**src/rtl/spi_pkg.sv**
```systemverilog
// Shared definitions for the SPI master/slave pair: frame width, divider
// counter width and the master state encoding.
package spi_pkg;

    localparam int unsigned FRAME_BITS = 8;
    localparam int unsigned DIV_W      = 8;

    typedef enum logic [2:0] {
        ST_IDLE,
        ST_START,
        ST_TRANSFER,
        ST_STOP,
        ST_DONE
    } master_state_t;

endpackage

```
**src/rtl/spi_master.sv**
```systemverilog
// SPI mode-0 master: runs a single MSB-first frame after reset, then parks in DONE.
// spi_clk, mosi and cs are all driven straight from registers.
module spi_master
    import spi_pkg::*;
#(
    parameter int unsigned DIV_CLK = 2
) (
    input  logic                  i_clk,
    input  logic                  i_reset,
    input  logic [FRAME_BITS-1:0] i_tx_data,
    input  logic                  i_miso,
    output logic                  o_sclk,
    output logic                  o_mosi,
    output logic                  o_cs,
    output logic [FRAME_BITS-1:0] o_rx_data,
    output logic                  o_tx_done,
    output logic                  o_rx_done
);

    localparam logic [DIV_W-1:0] DIV_LAST = DIV_W'(DIV_CLK - 1);
    localparam logic [2:0]       BIT_LAST = 3'(FRAME_BITS - 1);

    master_state_t         r_state;
    logic [DIV_W-1:0]      r_div_cnt;
    logic [2:0]            r_bit_cnt;
    logic [FRAME_BITS-1:0] r_tx_shift;
    logic [FRAME_BITS-1:0] r_rx_shift;
    logic [FRAME_BITS-1:0] r_rx_data;
    logic                  r_sclk;
    logic                  r_cs;
    logic                  r_done;

    always_ff @(posedge i_clk) begin
        if (i_reset) begin
            r_state    <= ST_IDLE;
            r_div_cnt  <= '0;
            r_bit_cnt  <= '0;
            r_tx_shift <= '0;
            r_rx_shift <= '0;
            r_rx_data  <= '0;
            r_sclk     <= 1'b0;
            r_cs       <= 1'b1;
            r_done     <= 1'b0;
        end else begin
            case (r_state)
                ST_IDLE: begin
                    // cs drops together with the latch so bit 7 is on mosi for all of START
                    r_tx_shift <= i_tx_data;
                    r_cs       <= 1'b0;
                    r_div_cnt  <= '0;
                    r_state    <= ST_START;
                end
                ST_START: begin
                    if (r_div_cnt == DIV_LAST) begin
                        r_div_cnt <= '0;
                        r_state   <= ST_TRANSFER;
                    end else begin
                        r_div_cnt <= r_div_cnt + 1'b1;
                    end
                end
                ST_TRANSFER: begin
                    if (r_div_cnt == DIV_LAST) begin
                        r_div_cnt <= '0;
                        if (!r_sclk) begin
                            r_sclk     <= 1'b1;
                            r_rx_shift <= {r_rx_shift[FRAME_BITS-2:0], i_miso};
                        end else begin
                            r_sclk <= 1'b0;
                            if (r_bit_cnt == BIT_LAST) begin
                                r_bit_cnt <= '0;
                                r_state   <= ST_STOP;
                            end else begin
                                r_bit_cnt  <= r_bit_cnt + 1'b1;
                                r_tx_shift <= {r_tx_shift[FRAME_BITS-2:0], 1'b0};
                            end
                        end
                    end else begin
                        r_div_cnt <= r_div_cnt + 1'b1;
                    end
                end
                ST_STOP: begin
                    if (r_div_cnt == DIV_LAST) begin
                        r_div_cnt <= '0;
                        r_cs      <= 1'b1;
                        r_rx_data <= r_rx_shift;
                        r_done    <= 1'b1;
                        r_state   <= ST_DONE;
                    end else begin
                        r_div_cnt <= r_div_cnt + 1'b1;
                    end
                end
                ST_DONE: r_state <= ST_DONE;
                default: r_state <= ST_IDLE;
            endcase
        end
    end

    assign o_sclk    = r_sclk;
    assign o_mosi    = r_tx_shift[FRAME_BITS-1];
    assign o_cs      = r_cs;
    assign o_rx_data = r_rx_data;
    assign o_tx_done = r_done;
    assign o_rx_done = r_done;

endmodule

```
**src/rtl/spi_slave.sv**
```systemverilog
// SPI mode-0 slave clocked by the system clock; bus edges are found by comparing
// spi_clk/cs against one-cycle-delayed copies.
module spi_slave
    import spi_pkg::*;
(
    input  logic                  i_clk,
    input  logic                  i_reset,
    input  logic [FRAME_BITS-1:0] i_tx_data,
    input  logic                  i_sclk,
    input  logic                  i_mosi,
    input  logic                  i_cs,
    output logic                  o_miso,
    output logic [FRAME_BITS-1:0] o_rx_data,
    output logic                  o_tx_done,
    output logic                  o_rx_done
);

    localparam logic [3:0] BITS = 4'(FRAME_BITS);

    logic                  r_sclk_d;
    logic                  r_cs_d;
    logic [FRAME_BITS-1:0] r_tx_shift;
    logic [FRAME_BITS-2:0] r_rx_shift;
    logic [FRAME_BITS-1:0] r_rx_data;
    logic [3:0]            r_bit_cnt;
    logic                  r_done;
    logic                  w_cs_fall;
    logic                  w_sclk_rise;
    logic                  w_sclk_fall;

    assign w_cs_fall   = r_cs_d & ~i_cs;
    assign w_sclk_rise = i_sclk & ~r_sclk_d & ~i_cs;
    assign w_sclk_fall = ~i_sclk & r_sclk_d & ~i_cs;

    always_ff @(posedge i_clk) begin
        if (i_reset) begin
            r_sclk_d   <= 1'b0;
            r_cs_d     <= 1'b1;
            r_tx_shift <= '0;
            r_rx_shift <= '0;
            r_rx_data  <= '0;
            r_bit_cnt  <= '0;
            r_done     <= 1'b0;
        end else begin
            r_sclk_d <= i_sclk;
            r_cs_d   <= i_cs;
            if (w_cs_fall) begin
                r_tx_shift <= i_tx_data;
                r_bit_cnt  <= '0;
                r_done     <= 1'b0;
            end else if (i_cs) begin
                // idle or aborted frame: drop partial data, keep last result and flags
                r_tx_shift <= '0;
                r_bit_cnt  <= '0;
            end else begin
                if (w_sclk_rise && r_bit_cnt != BITS) begin
                    r_rx_shift <= {r_rx_shift[FRAME_BITS-3:0], i_mosi};
                    r_bit_cnt  <= r_bit_cnt + 4'd1;
                    if (r_bit_cnt == BITS - 4'd1) begin
                        r_rx_data <= {r_rx_shift, i_mosi};
                        r_done    <= 1'b1;
                    end
                end
                if (w_sclk_fall) begin
                    r_tx_shift <= {r_tx_shift[FRAME_BITS-2:0], 1'b0};
                end
            end
        end
    end

    assign o_miso    = r_tx_shift[FRAME_BITS-1] & ~i_cs;
    assign o_rx_data = r_rx_data;
    assign o_tx_done = r_done;
    assign o_rx_done = r_done;

endmodule

```
**src/rtl/spi_master_slave.sv**
```systemverilog
// Self-contained SPI loop: one master and one slave sharing an internal mode-0 bus,
// with the bus brought out for observation.
module spi_master_slave
    import spi_pkg::*;
#(
    parameter int unsigned DIV_CLK = 2
) (
    input  logic                  clk,
    input  logic                  reset,
    input  logic [FRAME_BITS-1:0] master_tx_data,
    input  logic [FRAME_BITS-1:0] slave_tx_data,
    output logic [FRAME_BITS-1:0] master_rx_data,
    output logic [FRAME_BITS-1:0] slave_rx_data,
    output logic                  master_tx_done,
    output logic                  master_rx_done,
    output logic                  slave_tx_done,
    output logic                  slave_rx_done,
    output logic                  spi_clk,
    output logic                  mosi,
    output logic                  miso,
    output logic                  cs
);

    logic w_spi_clk;
    logic w_mosi;
    logic w_miso;
    logic w_cs;

    spi_master #(
        .DIV_CLK(DIV_CLK)
    ) u_master (
        .i_clk     (clk),
        .i_reset   (reset),
        .i_tx_data (master_tx_data),
        .i_miso    (w_miso),
        .o_sclk    (w_spi_clk),
        .o_mosi    (w_mosi),
        .o_cs      (w_cs),
        .o_rx_data (master_rx_data),
        .o_tx_done (master_tx_done),
        .o_rx_done (master_rx_done)
    );

    spi_slave u_slave (
        .i_clk     (clk),
        .i_reset   (reset),
        .i_tx_data (slave_tx_data),
        .i_sclk    (w_spi_clk),
        .i_mosi    (w_mosi),
        .i_cs      (w_cs),
        .o_miso    (w_miso),
        .o_rx_data (slave_rx_data),
        .o_tx_done (slave_tx_done),
        .o_rx_done (slave_rx_done)
    );

    assign spi_clk = w_spi_clk;
    assign mosi    = w_mosi;
    assign miso    = w_miso;
    assign cs      = w_cs;

endmodule

```
**config.mk**
```make
export PLATFORM = sky130hd
export DESIGN_NAME = spi_master_slave
export DESIGN_NICKNAME = d
export VERILOG_FILES = /design/src/rtl/spi_pkg.sv /design/src/rtl/spi_master.sv /design/src/rtl/spi_slave.sv /design/src/rtl/spi_master_slave.sv
export SDC_FILE = /design/constraint.sdc
export NUM_CORES = 1
export LEC_CHECK = 0
export CORE_MARGIN = 5
export CORE_UTILIZATION = 40
export DETAILED_ROUTE_END_ITERATION = 12
export PLACE_DENSITY = 0.64
export SLEW_MARGIN = 40
export SYNTH_ARGS = -nofsm -noshare
export SYNTH_HDL_FRONTEND = slang
export SYNTH_SLANG_ARGS = --single-unit
```
**constraint.sdc**
```tcl
create_clock -name clk -period 2.6 [get_ports clk]
set_input_delay 0.52 -clock clk [delete_from_list [all_inputs] [get_ports clk]]
set_output_delay 0.52 -clock clk [all_outputs]
set_load 0.03 [all_outputs]
```
==> metrics.cfg, run 1 <==
[outcome]
status = finished, final reports clean

[power]
vdd_drop_max_mv = 0.392
p_per_area_nw_per_um2 = 633
p_leak_uw = 0.00153

[drt]
drt_iter0_markers = 90
ant_nets = 0
wl_per_cell_microns = 13.0
vias = 2346
drc_errors = 0
viasPerCell = 5.03
drt_pass1_iterations = 4
totalWireLength_microns = 6050

[setup_path]
max_stage_delay_ns = 0.78
start_kind = flip-flop
worstRegToRegCells = 6
reg2reg_to = u_master.r_tx_shift[6]
r2r-start = u_master.r_bit_cnt[0]
cpLargestDelayFamily = buffers and inverters
cp.required_ns = 2.08
cp_cell_sequence = clkdlybuf4s50_1
cpMaxStageDelayCell = clkdlybuf4s50_1
end_kind = primary output
rrSetupSlack_ns = 0.40
worst-path-buf-inv = 1
cp_max_fo = 16
crit_arrival_ns = 1.78
path_class = flip-flop to primary output

[global_routing]
grt_max_degree = 35
antenna_found_initial = 0
grt_usage_pct = 13.2
grt_pass1_vias = 2209
grt_pass1_wl_microns = 10500
gr-total-overflow = 0

[synthesis]
netlist_area_sq_um = 3080
ys.flop_type = dfxtp_1
ys_ff_latch = 71
synthArstFlopShare_pct = 0
netlist_instances = 320
synth-edff-count = 0
ys_seq_area_share_pct = 46.2
synthTopCellsByArea = dfxtp_1 (46%), mux2i_1 (18%), nor2_1 (7.8%)
synth_top_cell_area_share_pct = 46.2
yosysUniqueCellTypes = 43
synth_top_area_cell = dfxtp_1
synth_area_per_cell_sq_um = 9.62
ys.warnings.count = 0
synth_nets = 344

[placement]
numPortBuffers = 41
gp_congestion = 0.806
dp_slack_ns = 0.404
hpwl_microns = 4180

[cts]
cts_inserted_buffers = 9
cts_tree = yes
clk-insertion-delay-late_ns = 0.35
cts_resized = 0
post_cts_buffers = 0
root_buffer = clkbuf_8
cts_sinks = 71
postCtsHoldBufs = 0
cts_buffer_depth = 2
htree_num_levels = 3
path_clk_slew_ns = 0.08

[floorplan]
ios = 42
start_util_pct = 40.5
die_h_microns = 97.7
num_rows = 32
die_area_sq_um = 9550
die_w_microns = 97.7
coreArea_sq_um = 7610

[worst_hold_path]
min_to = u_master.o_rx_done
hp-class = flip-flop to flip-flop
hold_start = u_master.o_rx_done
min_path_cells = 2

[timing]
layout_min_cycle_time_ns = 2.30
max_freq_mhz = 434
fin_skew_ns = 0.0110
whs_ns = 0.464
period_share_pct = 88.5
tightestPinTransition_ns = 0.652
finalSetupViolations = 0
maxSlewHeadroom_pct = 56.5
hold_viol_final = 0
finalSetupTns_ns = 0
rsz0062_at_grt = no
maxSlewViolCount = 0
setup_ws_ns = 0.298

[cells_and_area]
final_common_cell = dfxtp_1
diodes = 0
nFillCells = 731
finalNetCount = 383
area_delta_synth_final_pct = 23.8
fin_util_pct = 50.1
layout-drive-gt1-share_pct = 9.62
mostFrequentLayoutCells = dfxtp_1 (71), nor2_1 (64), mux2i_1 (56), clkdlybuf4s50_1 (40), a21oi_1 (13)

[job]
drv_cap = 0

==> how the worst max path moves through the flow <==
| stage | from | cells past startpoint | slack (ns) | to |
|---|---|---|---|---|
| 2_1_floorplan | u_master.r_bit_cnt[0] | 7 | 0.66 | u_master.r_tx_shift[7] |
| 4_1_cts | u_master.o_cs | 1 | 0.25 | cs |
| 5_1_grt | u_master.o_cs | 2 | 0.17 | miso |
| 3_5_place_dp | u_master.r_bit_cnt[0] | 6 | 0.40 | u_master.r_tx_shift[3] |
| 6_report | u_master.o_cs | 1 | 0.30 | cs |
| 3_3_place_gp | u_master.r_bit_cnt[0] | 6 | 0.48 | u_master.r_tx_shift[7] |
==> cells by family after synthesis <==
logic type | count (synthesis) | synth area share (%)
AOI/OAI and AO/OA | 38 | 9.19
xor gates and xnor gates | 3 | 0.854
adders and majority gates | 6 | 2.44
buffers and inverters | 27 | 3.98
DFF | 71 | 46.2
muxes | 56 | 18.2
and+or+nand+nor | 119 | 19.1
==> cell type report <==
cell class	instances	area (sq um)	area share [%]
clock buffers	11	131	3.45
well taps	102	128	3.35
multi-input cells	222	1540	40.4
repair buffers	48	458	12.0
inverters	7	26.3	0.689
flip-flops and latches	71	1420	37.3
clock inverters	5	106	2.79
==> sequential cells by signal, summed over array words and instances, names as in the netlist, 3 cells and up <==
name,flops
u_master.o_rx_data,8
u_master.r_rx_shift,8
u_slave.r_bit_cnt,4
u_slave.o_rx_data,8
u_master.r_tx_shift,8
u_master.r_bit_cnt,3
u_master.r_div_cnt,8
u_master.r_state,3
u_slave.r_rx_shift,7
u_slave.r_tx_shift,8
==> Yosys cell counts, drive strengths merged, types with 4 or more instances <==
master and instances:
dfxtp 71, nor2 64, mux2i 56, a21oi 13
clkbuf 11, a211oi 9, buf 9, nand3 9
nand2 8, inv 7, or3 7, ha 6
nor2b 6, nor3 5, a31oi 4
==> metal layers <==
layer	track usage (%)	part of all wire, %
met1	17.3	50
met2	19.9	45
met3	4.38	4.6
met4	5.75	0.88
met5	0	0
==> report_power, final <==
part	internal [uW]	switching, uW
combinational	99.9	107
sequential	1120	40.2
clock	640	407
total	1860	555
==> per-stage QoR <==
stage / power [uW] / cell area (sq um) / cells
2_1_floorplan: 1330 / 3080 / 320
3_3_place_gp: 1390 / 3570 / 450
3_5_place_dp: 1390 / 3570 / 450
4_1_cts: 2440 / 3810 / 466
5_1_grt: 2520 / 3810 / 466
6_report: 2410 / 3810 / 466
No activity file was read; power rests on OpenSTA's default activity.
==> run 2: changes to the inputs <==
--- a/config.mk
+++ b/config.mk
@@ -8,7 +8,6 @@
 export CORE_MARGIN = 5
 export CORE_UTILIZATION = 40
 export DETAILED_ROUTE_END_ITERATION = 12
-export PLACE_DENSITY = 0.64
 export SLEW_MARGIN = 40
 export SYNTH_ARGS = -nofsm -noshare
 export SYNTH_HDL_FRONTEND = slang
==> metrics.cfg, run 2 (synthesis gave the netlist of run 1 again) <==
[outcome]
status = finished, final reports clean  ; unchanged

[setup_path]
crit_arrival_ns = 1.82  ; was 1.78 ns
r2r-start = u_master.r_bit_cnt[0]  ; unchanged
cpLargestDelayFamily = buffers and inverters  ; unchanged
start_kind = flip-flop  ; unchanged
reg2reg_to = u_master.r_tx_shift[2]  ; was u_master.r_tx_shift[6]
cp_cell_sequence = nor2b_1, clkdlybuf4s50_1  ; was clkdlybuf4s50_1
end_kind = primary output  ; unchanged
max_stage_delay_ns = 0.72  ; was 0.78 ns
path_class = flip-flop to primary output  ; unchanged
cp_max_fo = 16  ; unchanged
cpMaxStageDelayCell = clkdlybuf4s50_1  ; unchanged
worstRegToRegCells = 6  ; unchanged
cp.required_ns = 2.08  ; about the same
worst-path-buf-inv = 1  ; unchanged
rrSetupSlack_ns = 0.42  ; was 0.40 ns

[floorplan]
coreArea_sq_um = 7610  ; unchanged
num_rows = 32  ; unchanged
die_h_microns = 97.7  ; unchanged
start_util_pct = 40.5  ; unchanged
die_area_sq_um = 9550  ; unchanged
die_w_microns = 97.7  ; unchanged
ios = 42  ; unchanged

[power]
p_seq_share_pct = 51.2  ; was 48.0%
p_clk_share_pct = 39.6  ; was 43.4%
p_per_area_nw_per_um2 = 598  ; was 633 nW/um^2
p_sw_uw = 568  ; was 555 uW
p_comb_share_pct = 9.2  ; was 8.6%
p_leak_uw = 0.00152  ; was 0.00153 uW
intPower_uw = 1690  ; was 1860 uW
vdd_drop_max_mv = 0.270  ; was 0.392 mV
switching_share_pct = 25.1  ; was 23.0%

[drt]
totalWireLength_microns = 6020  ; was 6050 microns
wl_met3_microns = 210  ; was 281 microns
dr.max_layer_used = met4  ; unchanged
vias = 2343  ; was 2,346
viasPerCell = 5.04  ; was 5.03
drc_errors = 0  ; unchanged
wl_met1_microns = 3030  ; was 3020 microns
wl_per_cell_microns = 12.9  ; was 13.0 microns
drt_pass1_iterations = 4  ; unchanged
dr_wl_met2_microns = 2710  ; was 2690 microns
ant_nets = 0  ; unchanged
drt_iter0_markers = 103  ; was 90

[cts]
postCtsHoldBufs = 0  ; unchanged
htree_num_levels = 3  ; unchanged
cts_sinks = 71  ; unchanged
cts_buffer_depth = 2  ; unchanged
cts_inserted_buffers = 9  ; unchanged
root_buffer = clkbuf_8  ; unchanged
cts_tree = yes  ; unchanged
path_clk_slew_ns = 0.08  ; about the same
post_cts_buffers = 0  ; unchanged
cts_resized = 0  ; unchanged
clk-insertion-delay-late_ns = 0.33  ; was 0.35 ns

[worst_hold_path]
min_to = u_master.o_rx_done  ; unchanged
hp-class = flip-flop to flip-flop  ; unchanged
hold_start = u_master.o_rx_done  ; unchanged
min_path_cells = 2  ; unchanged

[cells_and_area]
mostFrequentLayoutCells = dfxtp_1 (71), nor2_1 (64), mux2i_1 (56), clkdlybuf4s50_1 (40), a21oi_1 (13)  ; unchanged
finalNetCount = 382  ; was 383
diodes = 0  ; unchanged
fin_util_pct = 49.8  ; was 50.1%
nFillCells = 748  ; was 731
area_delta_synth_final_pct = 23.0  ; was 23.8%
multi_input_area_sq_um = 1540  ; unchanged
final_common_cell = dfxtp_1  ; unchanged
regArea_sq_um = 1420  ; unchanged
layout-drive-gt1-share_pct = 9.92  ; was 9.62%

[global_routing]
grt_max_degree = 39  ; was 35
grt_usage_pct = 13.2  ; about the same
gr-total-overflow = 0  ; unchanged
grt_pass1_wl_microns = 10600  ; was 10,500 microns
grt_pass1_vias = 2292  ; was 2,209
antenna_found_initial = 0  ; unchanged

[timing]
maxSlewHeadroom_pct = 48.9  ; was 56.5%
tightestPinTransition_ns = 0.767  ; was 0.652 ns
period_share_pct = 90.0  ; was 88.5%
finalSetupViolations = 0  ; unchanged
hold_viol_final = 0  ; unchanged
finalSetupTns_ns = 0  ; unchanged
layout_min_cycle_time_ns = 2.34  ; was 2.30 ns
fin_skew_ns = 0.00874  ; was 0.0110 ns
whs_ns = 0.466  ; was 0.464 ns
maxSlewViolCount = 0  ; unchanged
rsz0062_at_grt = no  ; unchanged
max_freq_mhz = 427  ; was 434 MHz

[placement]
numPortBuffers = 41  ; unchanged
hpwl_microns = 4150  ; was 4180 microns
gp_congestion = 0.764  ; was 0.806

[job]
drv_cap = 0  ; unchanged

==> run 2: area by class of cell <==
class                      instances  area share [%]
tap                              102            3.37
inverter                           7           0.694
clock buffer                      10            3.64
multi-input combinational        222            40.7
sequential                        71            37.6
timing repair buffer              47            12.2
clock inverter                     6            1.82
==> run 2: routing by layer <==
layer,track usage (%),vias to the layer above
met5,0,-
met2,20.1,48
met3,3.37,6
met1,18.0,1096
li1,-,1193
met4,5.22,0
==> run 2: worst max path at each step <==
stage                                from                      to  slack (ns)  depth (start not counted)
global route                u_master.o_cs                    miso        0.14                          2
detailed placement  u_master.r_bit_cnt[0]  u_master.r_tx_shift[7]        0.44                          6
CTS                         u_master.o_cs                    miso        0.22                          2
global placement    u_master.r_bit_cnt[0]  u_master.r_tx_shift[5]        0.48                          6
finish                      u_master.o_cs                    miso        0.26                          2
floorplan           u_master.r_bit_cnt[0]  u_master.r_tx_shift[7]        0.66                          7
==> run 2: worst min-delay path, delay by kind of cell, from the launching register on <==
kind,cells,cell delay (ns)
buf+inv,1,0.05
flops,1,0.32
compound gates,1,0.05
==> run 2: power by group through the flow <==
stage / Combinational, uW / Sequential (uW) / Clock (uW)
floorplan: 157 / 1170 / 0
global placement: 207 / 1180 / 0
detailed placement: 210 / 1180 / 0
CTS: 211 / 1160 / 929
global route: 235 / 1170 / 982
finish: 209 / 1160 / 895
==> run 2: per-stage QoR <==
stage | cell area [sq um] | instances | setup WS [ns] | total power, uW
after floorplan | 3080 | 320 | 0.660 | 1330
after global placement | 3580 | 449 | 0.482 | 1390
after detailed placement | 3580 | 449 | 0.441 | 1400
after CTS | 3780 | 465 | 0.219 | 2300
after global routing | 3780 | 465 | 0.142 | 2380
final | 3780 | 465 | 0.259 | 2260
==> run 3: changes to the inputs <==
--- a/config.mk
+++ b/config.mk
@@ -6,7 +6,7 @@
 export NUM_CORES = 1
 export LEC_CHECK = 0
 export CORE_MARGIN = 5
-export CORE_UTILIZATION = 40
+export CORE_UTILIZATION = 33
 export DETAILED_ROUTE_END_ITERATION = 12
 export SLEW_MARGIN = 40
 export SYNTH_ARGS = -nofsm -noshare
==> metrics.cfg, run 3 (synthesis gave the netlist of run 1 again) <==
[outcome]
status = finished, final reports clean  ; unchanged

[placement]
hpwl_microns = 4330  ; was 4150 microns
numPortBuffers = 41  ; unchanged
gp_congestion = 0.766  ; was 0.764
dp_cells = 460  ; was 449
placed_area_sq_um = 3590  ; was 3580 sq um

[cells_and_area]
finish.instance_area_sq_um = 3770  ; was 3780 sq um
layout-drive-gt1-share_pct = 9.89  ; was 9.92%
final_cells = 475  ; was 465
final_common_cell = dfxtp_1  ; unchanged
multi_input_area_sq_um = 1540  ; unchanged
mostFrequentLayoutCells = dfxtp_1 (71), nor2_1 (64), mux2i_1 (56), clkdlybuf4s50_1 (40), a21oi_1 (13)  ; unchanged
diodes = 0  ; unchanged
area_delta_synth_final_pct = 22.4  ; was 23.0%
nFillCells = 891  ; was 748
finalNetCount = 384  ; was 382
regArea_sq_um = 1420  ; unchanged

[cts]
post_cts_buffers = 0  ; unchanged
cts_buffer_depth = 2  ; unchanged
root_buffer = clkbuf_8  ; unchanged
htree_num_levels = 3  ; unchanged
cts_inserted_buffers = 9  ; unchanged
path_clk_slew_ns = 0.07  ; was 0.08 ns
cts_resized = 0  ; unchanged
clk-insertion-delay-late_ns = 0.34  ; was 0.33 ns
postCtsHoldBufs = 0  ; unchanged
cts_sinks = 71  ; unchanged
cts_tree = yes  ; unchanged

[global_routing]
grt_usage_pct = 11.5  ; was 13.2%
grt_pass1_vias = 2215  ; was 2,292
gr-total-overflow = 0  ; unchanged
grt_pass1_wl_microns = 10600  ; about the same
antenna_found_initial = 0  ; unchanged
grt_max_degree = 33  ; was 39

[floorplan]
ios = 42  ; unchanged
coreArea_sq_um = 9150  ; was 7610 sq um
die_area_sq_um = 11400  ; was 9550 sq um
start_util_pct = 33.6  ; was 40.5%
die_w_microns = 107  ; was 97.7 microns
num_rows = 35  ; was 32
die_h_microns = 107  ; was 97.7 microns

[setup_path]
worstRegToRegCells = 6  ; unchanged
cp_cell_sequence = nor2b_1, clkdlybuf4s50_1  ; unchanged
crit_arrival_ns = 1.82  ; about the same
cp.required_ns = 2.08  ; about the same
end_kind = primary output  ; unchanged
path_class = flip-flop to primary output  ; unchanged
rrSetupSlack_ns = 0.42  ; about the same
reg2reg_to = u_master.r_tx_shift[6]  ; was u_master.r_tx_shift[2]
max_stage_delay_ns = 0.72  ; about the same
worst-path-buf-inv = 1  ; unchanged
cpMaxStageDelayCell = clkdlybuf4s50_1  ; unchanged
cpLargestDelayFamily = buffers and inverters  ; unchanged
r2r-start = u_master.r_bit_cnt[0]  ; unchanged
start_kind = flip-flop  ; unchanged
cp_max_fo = 16  ; unchanged

[power]
intPower_uw = 1590  ; was 1690 uW
switching_share_pct = 25.9  ; was 25.1%
p_clk_share_pct = 36.2  ; was 39.6%
p_seq_share_pct = 54.1  ; was 51.2%
p_per_area_nw_per_um2 = 569  ; was 598 nW/um^2
p_sw_uw = 555  ; was 568 uW
vdd_drop_max_mv = 0.410  ; was 0.270 mV
totalPowerFinal_uw = 2140  ; was 2260 uW
p_leak_uw = 0.00150  ; was 0.00152 uW
p_comb_share_pct = 9.7  ; was 9.2%

[drt]
drc_errors = 0  ; unchanged
viasPerCell = 4.95  ; was 5.04
drt_pass1_iterations = 4  ; unchanged
totalWireLength_microns = 6250  ; was 6020 microns
vias = 2349  ; was 2,343
wl_per_cell_microns = 13.1  ; was 12.9 microns
drt_iter0_markers = 73  ; was 103
ant_nets = 0  ; unchanged

[timing]
period_share_pct = 89.8  ; was 90.0%
max_freq_mhz = 428  ; was 427 MHz
layout_min_cycle_time_ns = 2.34  ; about the same
hold_viol_final = 0  ; unchanged
finalSetupTns_ns = 0  ; unchanged
maxSlewHeadroom_pct = 60.1  ; was 48.9%
maxSlewViolCount = 0  ; unchanged
tightestPinTransition_ns = 0.599  ; was 0.767 ns
fin_skew_ns = 0.0136  ; was 0.00874 ns
rsz0062_at_grt = no  ; unchanged
finalSetupViolations = 0  ; unchanged
whs_ns = 0.471  ; was 0.466 ns

[worst_hold_path]
hold_start = u_master.o_rx_done  ; unchanged
hp-class = flip-flop to flip-flop  ; unchanged
min_path_cells = 2  ; unchanged
min_to = u_master.o_rx_done  ; unchanged

[job]
drv_cap = 0  ; unchanged

run 3: cell count changes in the layout (fill, tap and decap cells not counted):
cell        delta
clkbuf_1       +1
buf_12         -1
buf_4          +3
clkinvlp_4     +1
clkinv_2       -1
inv_6          -1
bufinv_16      -1
run 3: how the worst max path moves through the flow:
stage | start | cells after the start | endpoint | slack (ns)
2_1_floorplan | u_master.r_bit_cnt[0] | 7 | u_master.r_tx_shift[7] | 0.66
3_3_place_gp | u_master.r_bit_cnt[0] | 6 | u_master.r_tx_shift[7] | 0.49
3_5_place_dp | u_master.r_bit_cnt[0] | 6 | u_master.r_tx_shift[6] | 0.42
4_1_cts | u_master.o_cs | 2 | miso | 0.23
5_1_grt | u_master.o_cs | 2 | miso | 0.15
6_report | u_master.o_cs | 2 | miso | 0.26
run 3: metrics by stage:
step           worst slack [ns]  util (%)
4_1_cts                   0.232      41.1
3_3_place_gp              0.493      39.2
5_1_grt                   0.149      41.1
2_1_floorplan             0.660         -
3_5_place_dp              0.422      39.2
6_report                  0.264      41.1
run 3: final cells by class:
| class | instances | area share (%) |
|---|---|---|
| well taps | 111 | 3.69 |
| clock buffers | 11 | 3.75 |
| repair buffers | 49 | 12.4 |
| clock inverters | 4 | 0.864 |
| flip-flops and latches | 71 | 37.7 |
| multi-input cells | 222 | 40.9 |
| inverters | 7 | 0.698 |
run 3: worst min-delay path, stage by stage (launching register included):
cell     delay [ns]
dfxtp_1        0.32
inv_1          0.05
a21oi_1        0.05
run 3: power by group through the flow:
stage	combinational (uW)	sequential (uW)	clock (uW)
floorplan	157	1170	0
detailed placement	207	1190	0
CTS	208	1160	814
global placement	205	1180	0
global route	230	1170	864
finish	207	1160	776
run 3: per-layer routing:
layer | global-route usage (%) | vias up | share of wire (%)
met2 | 17.9 | 43 | 46
met5 | 0 | - | 0
met3 | 5.30 | 6 | 5.5
li1 | - | 1206 | -
met4 | 3.01 | 0 | 0.72
met1 | 14.3 | 1094 | 48
